--- config.mk ---
export PLATFORM = sky130hd
export DESIGN_NAME = cache_port_arbiter_flat
export DESIGN_NICKNAME = d
export VERILOG_FILES = /design/src/rtl/cache_port_arbiter_pkg.sv /design/src/rtl/cache_port_arbiter_if.sv /design/src/rtl/cache_port_arbiter_rr_arb2.sv /design/src/rtl/cache_port_arbiter.sv /design/src/flat_wrapper.sv
export SDC_FILE = /design/constraint.sdc
export NUM_CORES = 1
export LEC_CHECK = 0
export CORE_AREA = 5 5 180 182
export CTS_BUF_LIST = sky130_fd_sc_hd__clkbuf_4 sky130_fd_sc_hd__clkbuf_8
export CTS_CLUSTER_SIZE = 10
export DETAILED_ROUTE_END_ITERATION = 6
export DIE_AREA = 0 0 185 187
export HOLD_SLACK_MARGIN = 0.02
export PLACE_DENSITY_LB_ADDON = 0.1
export SLEW_MARGIN = 20
export SYNTH_ARGS = -nofsm -noshare
export SYNTH_HDL_FRONTEND = slang
export SYNTH_SLANG_ARGS = --single-unit
--- constraint.sdc ---
create_clock -name clk -period 2 [get_ports clk]
set_clock_uncertainty 0.2 [all_clocks]
set_input_delay 0.4 -clock clk [delete_from_list [all_inputs] [get_ports clk]]
set_output_delay 0.4 -clock clk [all_outputs]
set_load 0.02 [all_outputs]
--- src/rtl/cache_port_arbiter_pkg.sv ---
// Shared cache definitions used by the cache port arbiter and its requesters.
// Holds the request/response field widths, the packed request and response
// row layouts, the arbiter state type and a few helpers.
// No ports (package).
package cache_pkg;

  localparam int BYTE_EN_W = 4;
  localparam int TAG_W     = 18;
  localparam int INDEX_W   = 12;
  localparam int DATA_W    = 32;
  localparam int MSI_W     = 2;

  localparam int REQ_W = BYTE_EN_W + TAG_W + INDEX_W + DATA_W + 1 + MSI_W + 1;
  localparam int ROW_W = TAG_W + DATA_W + MSI_W;

  // Bit position of ignore_response inside a flat request word.
  localparam int IGN_BIT = 0;

  typedef struct packed {
    logic [BYTE_EN_W-1:0] byte_en;
    logic [TAG_W-1:0]     tag;
    logic [INDEX_W-1:0]   index;
    logic [DATA_W-1:0]    data;
    logic                 msi_valid;
    logic [MSI_W-1:0]     msi;
    logic                 ignore_response;
  } cache_req_t;

  typedef struct packed {
    logic [TAG_W-1:0]  tag;
    logic [DATA_W-1:0] data;
    logic [MSI_W-1:0]  msi;
  } cache_row_t;

  typedef enum logic {
    IDLE = 1'b0,
    BUSY = 1'b1
  } arb_state_t;

  // Fire-and-forget requests never produce a response.
  function automatic logic is_ignore(input logic [REQ_W-1:0] req);
    return req[IGN_BIT];
  endfunction

endpackage

--- src/rtl/cache_port_arbiter_if.sv ---
// Put/get handshake bundle for one cache port.
//   req_valid / req_ready / req_data    : put side (request toward the cache)
//   resp_valid / resp_ready / resp_data : get side (response back from cache)
// On the cache-facing port, resp_valid is the cache's get_ready and
// resp_ready is the consumer's get_valid.
// Modports: master = the side issuing requests, slave = the side serving them.
interface cache_port_arbiter_if;
  import cache_pkg::*;

  logic             req_valid;
  logic             req_ready;
  logic [REQ_W-1:0] req_data;
  logic             resp_valid;
  logic             resp_ready;
  logic [ROW_W-1:0] resp_data;

  modport master (
    output req_valid, req_data, resp_ready,
    input  req_ready, resp_valid, resp_data
  );

  modport slave (
    input  req_valid, req_data, resp_ready,
    output req_ready, resp_valid, resp_data
  );

endinterface

--- src/rtl/cache_port_arbiter_rr_arb2.sv ---
// Two-way round-robin grant.
//   valid[1:0]  in  : requesters with a pending request
//   last_grant  in  : requester granted most recently
//   grant       out : chosen requester (0 when nobody is valid)
module rr_arb2 (
  input  logic [1:0] valid,
  input  logic       last_grant,
  output logic       grant
);

  // On a conflict the requester that did not win last time goes first;
  // otherwise the single valid requester wins.
  assign grant = (&valid) ? ~last_grant : valid[1];

endmodule

--- src/rtl/cache_port_arbiter.sv ---
// Shares one single-cycle cache between two requesters.
// Round-robin on the put side, response steered back to the requester that
// owns the outstanding request. Requests with ignore_response set are
// fire-and-forget and create no ownership.
// Ports:
//   clk, rst                     : clock, asynchronous active-high reset
//   r0, r1   (slave)             : requester ports; resp_data is broadcast,
//                                  qualified by each port's resp_valid
//   mem      (master)            : cache put/get port
//   stat_grant0/1, stat_conflict : statistics counters
// Optional build macro ARB_STATS_EN enables the statistics counters; without
// it the stat ports are tied to zero.
module cache_port_arbiter
  import cache_pkg::*;
#(
  parameter int STAT_W = 32
) (
  input  logic                 clk,
  input  logic                 rst,
  cache_port_arbiter_if.slave  r0,
  cache_port_arbiter_if.slave  r1,
  cache_port_arbiter_if.master mem,
  output logic [STAT_W-1:0]    stat_grant0,
  output logic [STAT_W-1:0]    stat_grant1,
  output logic [STAT_W-1:0]    stat_conflict
);

  arb_state_t       st;
  logic             owner;
  logic             last_grant;

  logic [1:0]       req_valid;
  logic             grant;
  logic             owner_ready;
  logic             take;
  logic             can_issue;
  logic             fire;
  logic             ign;
  logic [REQ_W-1:0] grant_req;

  assign req_valid = {r1.req_valid, r0.req_valid};

  rr_arb2 u_rr_arb2 (
    .valid      (req_valid),
    .last_grant (last_grant),
    .grant      (grant)
  );

  assign owner_ready = owner ? r1.resp_ready : r0.resp_ready;

  // A response leaves the cache this cycle, freeing it for a new request.
  assign take      = (st == BUSY) && mem.resp_valid && owner_ready;
  assign can_issue = (st == IDLE) || take;

  assign grant_req = grant ? r1.req_data : r0.req_data;
  assign ign       = is_ignore(grant_req);

  // Put side
  assign mem.req_valid = can_issue && (|req_valid);
  assign mem.req_data  = grant_req;
  assign fire          = mem.req_valid && mem.req_ready;

  assign r0.req_ready = can_issue && !grant && mem.req_ready && r0.req_valid;
  assign r1.req_ready = can_issue &&  grant && mem.req_ready && r1.req_valid;

  // Get side
  assign r0.resp_valid  = (st == BUSY) && !owner && mem.resp_valid;
  assign r1.resp_valid  = (st == BUSY) &&  owner && mem.resp_valid;
  assign mem.resp_ready = (st == BUSY) && owner_ready;
  assign r0.resp_data   = mem.resp_data;
  assign r1.resp_data   = mem.resp_data;

  always_ff @(posedge clk or posedge rst) begin
    if (rst) begin
      st         <= IDLE;
      owner      <= 1'b0;
      last_grant <= 1'b1;
    end else begin
      if (fire) begin
        last_grant <= grant;
        if (!ign) owner <= grant;
      end
      // Outside IDLE or a take cycle the state holds: the owner is still
      // waiting on its response and nothing new may issue.
      if (can_issue) st <= (fire && !ign) ? BUSY : IDLE;
    end
  end

`ifdef ARB_STATS_EN
  logic [STAT_W-1:0] cnt_grant0;
  logic [STAT_W-1:0] cnt_grant1;
  logic [STAT_W-1:0] cnt_conflict;

  always_ff @(posedge clk or posedge rst) begin
    if (rst) begin
      cnt_grant0   <= '0;
      cnt_grant1   <= '0;
      cnt_conflict <= '0;
    end else begin
      if (fire && !grant) cnt_grant0 <= cnt_grant0 + STAT_W'(1);
      if (fire &&  grant) cnt_grant1 <= cnt_grant1 + STAT_W'(1);
      if ((&req_valid) && can_issue) cnt_conflict <= cnt_conflict + STAT_W'(1);
    end
  end

  assign stat_grant0   = cnt_grant0;
  assign stat_grant1   = cnt_grant1;
  assign stat_conflict = cnt_conflict;
`else
  assign stat_grant0   = '0;
  assign stat_grant1   = '0;
  assign stat_conflict = '0;
`endif

endmodule

--- src/flat_wrapper.sv ---
// flat-port wrapper written by rule: the top's interface ports become plain ports
module cache_port_arbiter_flat import cache_pkg::*;
#(
  parameter int STAT_W = 32
)
  (clk, rst, stat_grant0, stat_grant1, stat_conflict, r0_req_valid, r0_req_data, r0_resp_ready, r0_req_ready, r0_resp_valid, r0_resp_data, r1_req_valid, r1_req_data, r1_resp_ready, r1_req_ready, r1_resp_valid, r1_resp_data, mem_req_valid, mem_req_data, mem_resp_ready, mem_req_ready, mem_resp_valid, mem_resp_data);
  cache_port_arbiter_if r0_i ();
  cache_port_arbiter_if r1_i ();
  cache_port_arbiter_if mem_i ();
  input  logic clk;
  input  logic rst;
  output logic [STAT_W-1:0] stat_grant0;
  output logic [STAT_W-1:0] stat_grant1;
  output logic [STAT_W-1:0] stat_conflict;
  input wire logic [$bits(r0_i.req_valid)-1:0] r0_req_valid;
  input wire logic [$bits(r0_i.req_data)-1:0] r0_req_data;
  input wire logic [$bits(r0_i.resp_ready)-1:0] r0_resp_ready;
  output wire logic [$bits(r0_i.req_ready)-1:0] r0_req_ready;
  output wire logic [$bits(r0_i.resp_valid)-1:0] r0_resp_valid;
  output wire logic [$bits(r0_i.resp_data)-1:0] r0_resp_data;
  input wire logic [$bits(r1_i.req_valid)-1:0] r1_req_valid;
  input wire logic [$bits(r1_i.req_data)-1:0] r1_req_data;
  input wire logic [$bits(r1_i.resp_ready)-1:0] r1_resp_ready;
  output wire logic [$bits(r1_i.req_ready)-1:0] r1_req_ready;
  output wire logic [$bits(r1_i.resp_valid)-1:0] r1_resp_valid;
  output wire logic [$bits(r1_i.resp_data)-1:0] r1_resp_data;
  output wire logic [$bits(mem_i.req_valid)-1:0] mem_req_valid;
  output wire logic [$bits(mem_i.req_data)-1:0] mem_req_data;
  output wire logic [$bits(mem_i.resp_ready)-1:0] mem_resp_ready;
  input wire logic [$bits(mem_i.req_ready)-1:0] mem_req_ready;
  input wire logic [$bits(mem_i.resp_valid)-1:0] mem_resp_valid;
  input wire logic [$bits(mem_i.resp_data)-1:0] mem_resp_data;
  assign r0_i.req_valid = r0_req_valid;
  assign r0_i.req_data = r0_req_data;
  assign r0_i.resp_ready = r0_resp_ready;
  assign r0_req_ready = r0_i.req_ready;
  assign r0_resp_valid = r0_i.resp_valid;
  assign r0_resp_data = r0_i.resp_data;
  assign r1_i.req_valid = r1_req_valid;
  assign r1_i.req_data = r1_req_data;
  assign r1_i.resp_ready = r1_resp_ready;
  assign r1_req_ready = r1_i.req_ready;
  assign r1_resp_valid = r1_i.resp_valid;
  assign r1_resp_data = r1_i.resp_data;
  assign mem_req_valid = mem_i.req_valid;
  assign mem_req_data = mem_i.req_data;
  assign mem_resp_ready = mem_i.resp_ready;
  assign mem_i.req_ready = mem_req_ready;
  assign mem_i.resp_valid = mem_resp_valid;
  assign mem_i.resp_data = mem_resp_data;
  cache_port_arbiter #(.STAT_W(STAT_W)) u_core (.clk(clk), .rst(rst), .r0(r0_i), .r1(r1_i), .mem(mem_i), .stat_grant0(stat_grant0), .stat_grant1(stat_grant1), .stat_conflict(stat_conflict));
endmodule
==> qor.txt <==
Pwr Total -> 3.041 mW
syn_area_per_cell -> 8.440 sq um
cells after synthesis -> 310
power density cells -> 567.5 nW/um^2
Max stage delay cell, worst path -> dfstp_2
worst setup path end -> mem_req_data[38]
sequential cell area -> 76.32 sq um
Seq cells post-synth -> 3
clk_lat worst skew -> 0.22 ns
worst setup path startpoint -> u_core.last_grant
clk slew on worst S/H paths -> 0.03 ns
Final nets -> 689
wire length per cell -> 15.91 microns
fillers -> 3450
antenna violations before repair -> 0
Hold Path Class -> primary input to asynchronous set/reset pin
max incr delay on CP -> 0.55 ns
setup TNS -> -19.50 ns
CP Depth -> 7
H-tree levels -> 1
Top FF cell, synth -> dfrtp_1
setup slack on the worst flop-to-flop path -> 0.13 ns
Clock Sinks -> 3
Mapped Area -> 2616 sq um
RSZ-0062 raised after global routing -> true
cells on worst reg2reg path -> 9
status -> complete, but fails checks
max-cap violations -> 0
first-pass GRT wire length -> 19490 microns
Leak -> 2.479 nW
Total Wirelength -> 14060 microns
Async SR Flop Fraction -> 1.000
vias -> 2367
DP HPWL -> 11210 microns
element type at the critical path start -> flop
cell family with most CP delay -> buffers and inverters
synth warn -> 0
number of global-route vias before repair -> 2721
Port Buffers -> 223
via/cell ratio -> 2.678
clock root buffer -> clkbuf_8
Clock Path Buffers -> 2
die width -> 185 microns
CP max FO -> 6
fin crit period -> 2.413 ns
CTS tree -> built
io pins -> 476
Synth cell types -> 27
CP required -> 1.40 ns
Setup Crit Path Kind -> flop to output pin
Placed Cells -> 836
Max Slew Vio Count -> 0
final worst-path cycle share -> 1.206
die area -> 34600 sq um
Area Overhead vs Synth -> 104.8%
multi-input logic area -> 1624 sq um
most frequent cells in the layout -> clkdlybuf4s50_1, conb_1, buf_6, mux2_4, buf_4
r2r startpoint -> u_core.owner
DRT Pass-1 Iters -> 4
Die Ht -> 187 microns
row cnt -> 64
final non-filler cell total -> 884
# DRC -> 0
commonest non-fill, non-tap cell in the layout -> clkdlybuf4s50_1
CP Cell Sequence -> a21boi_4 -> buf_12 -> buf_12 -> buf_16 -> buf_6 -> mux2_4 -> buf_6
failing checks -> negative setup slack
final worst slack -> -0.4130 ns
Antenna Nets Post-Route -> 0
# diodes -> 0
Iteration-0 DRC Markers -> 26
maximum clock rate -> 414.4 MHz
core area -> 30430 sq um
share of cells above drive strength 1 -> 0.4672
Num CTS Buffers -> 3
Starting Density -> 0.08598
crit path buf inv count -> 5
Total GRT Usage -> 0.07546
crit end category -> output pin
worst r2r dst -> u_core.st
peak supply drop -> 172.4 uV
post-synthesis sequential area ratio -> 0.02917
setup violators final -> 71
Placer Congestion -> 0.7315
Post-synth EDFFs -> 0
largest net degree at the start of global routing -> 8
Congestion Overflow GR -> 0
Critical Path AT -> 1.81 ns
Final Hold Vio Count -> 0
how the worst min path moves through the flow:
stage          startpoint      endpoint  slack, ns  cells past startpoint
2_1_floorplan         rst  u_core.owner      -0.05                      1
3_3_place_gp          rst  u_core.owner       0.39                      2
3_5_place_dp          rst  u_core.owner       0.39                      2
4_1_cts               rst     u_core.st       0.17                      2
5_1_grt               rst     u_core.st       0.20                      2
6_report              rst     u_core.st       0.16                      2
timing repair:
action | CTS | global route
gates cloned | 9 | 0
endpoints found under the setup margin | 77 | 75
hold buffers | 0 | 0
buffers inserted | 33 | 15
pin swaps | 3 | 4
resized for setup | 521 | 63
state kept, by name, indices dropped and copies added (netlist names):
name / count
u_core.owner: 1
u_core.last_grant: 1
u_core.st: 1
routing by layer:
layer  up-vias  GRT usage  wire [microns]  part of all wire
met3        29    0.02412            1306             0.093
met5         -          0               0                 0
li1       1073          -               -                 -
met1      1082    0.08335            5030              0.36
met4         0    0.01666             243             0.017
met2       183     0.1397            7483              0.53
kinds of logic (layout without fill, tap and decap cells):
kind of cell | count (synthesis) | in the layout | share of synthesized area
AOI/OAI and AO/OA | 10 | 10 | 0.03013
buffers and inverters | 211 | 294 | 0.5992
DFF | 3 | 3 | 0.02918
muxes | 72 | 72 | 0.3094
other | 1 | 96 | 0.001433
and+or+nand+nor | 13 | 13 | 0.03061
synth_stat cells, types with 2 or more instances:
library cell  instances  area share
inv_1                 3      0.0043
buf_2                 2      0.0038
and2_1                2      0.0048
dfrtp_1               2       0.019
buf_4               206        0.59
o21ai_0               2      0.0038
mux2_2               71        0.31
nand2_1               2      0.0029
nor2b_1               2      0.0048
metrics by stage:
stage | worst slack, ns | area [sq um] | hold WS, ns | utilization
after detailed placement | -1.009 | 4350 | 0.3938 | 0.1430
final | -0.4130 | 5359 | 0.1616 | 0.1761
after global routing | -0.4587 | 5359 | 0.1962 | 0.1761
after floorplan | 0.02890 | 2973 | -0.04708 | -
after global placement | -1.069 | 4350 | 0.3928 | 0.1430
after CTS | -0.5996 | 5269 | 0.1692 | 0.1732
final cells by class:
type                       instances  area share
clock buffer                       4    0.009106
inverter                           3    0.002101
multi-input combinational        191      0.3031
sequential                         3     0.01424
tap                              396     0.09246
timing repair buffer             287      0.5790
report_power, final:
part | switching [mW] | leakage [nW] | total (mW) | internal [mW]
combinational | 1.13 | 2.42 | 2.73 | 1.60
sequential | 0.0298 | 0.0344 | 0.126 | 0.0963
clock | 0.0404 | 0.0262 | 0.190 | 0.149
total | 1.20 | 2.48 | 3.04 | 1.84
Power figures use the tool's default switching activity.
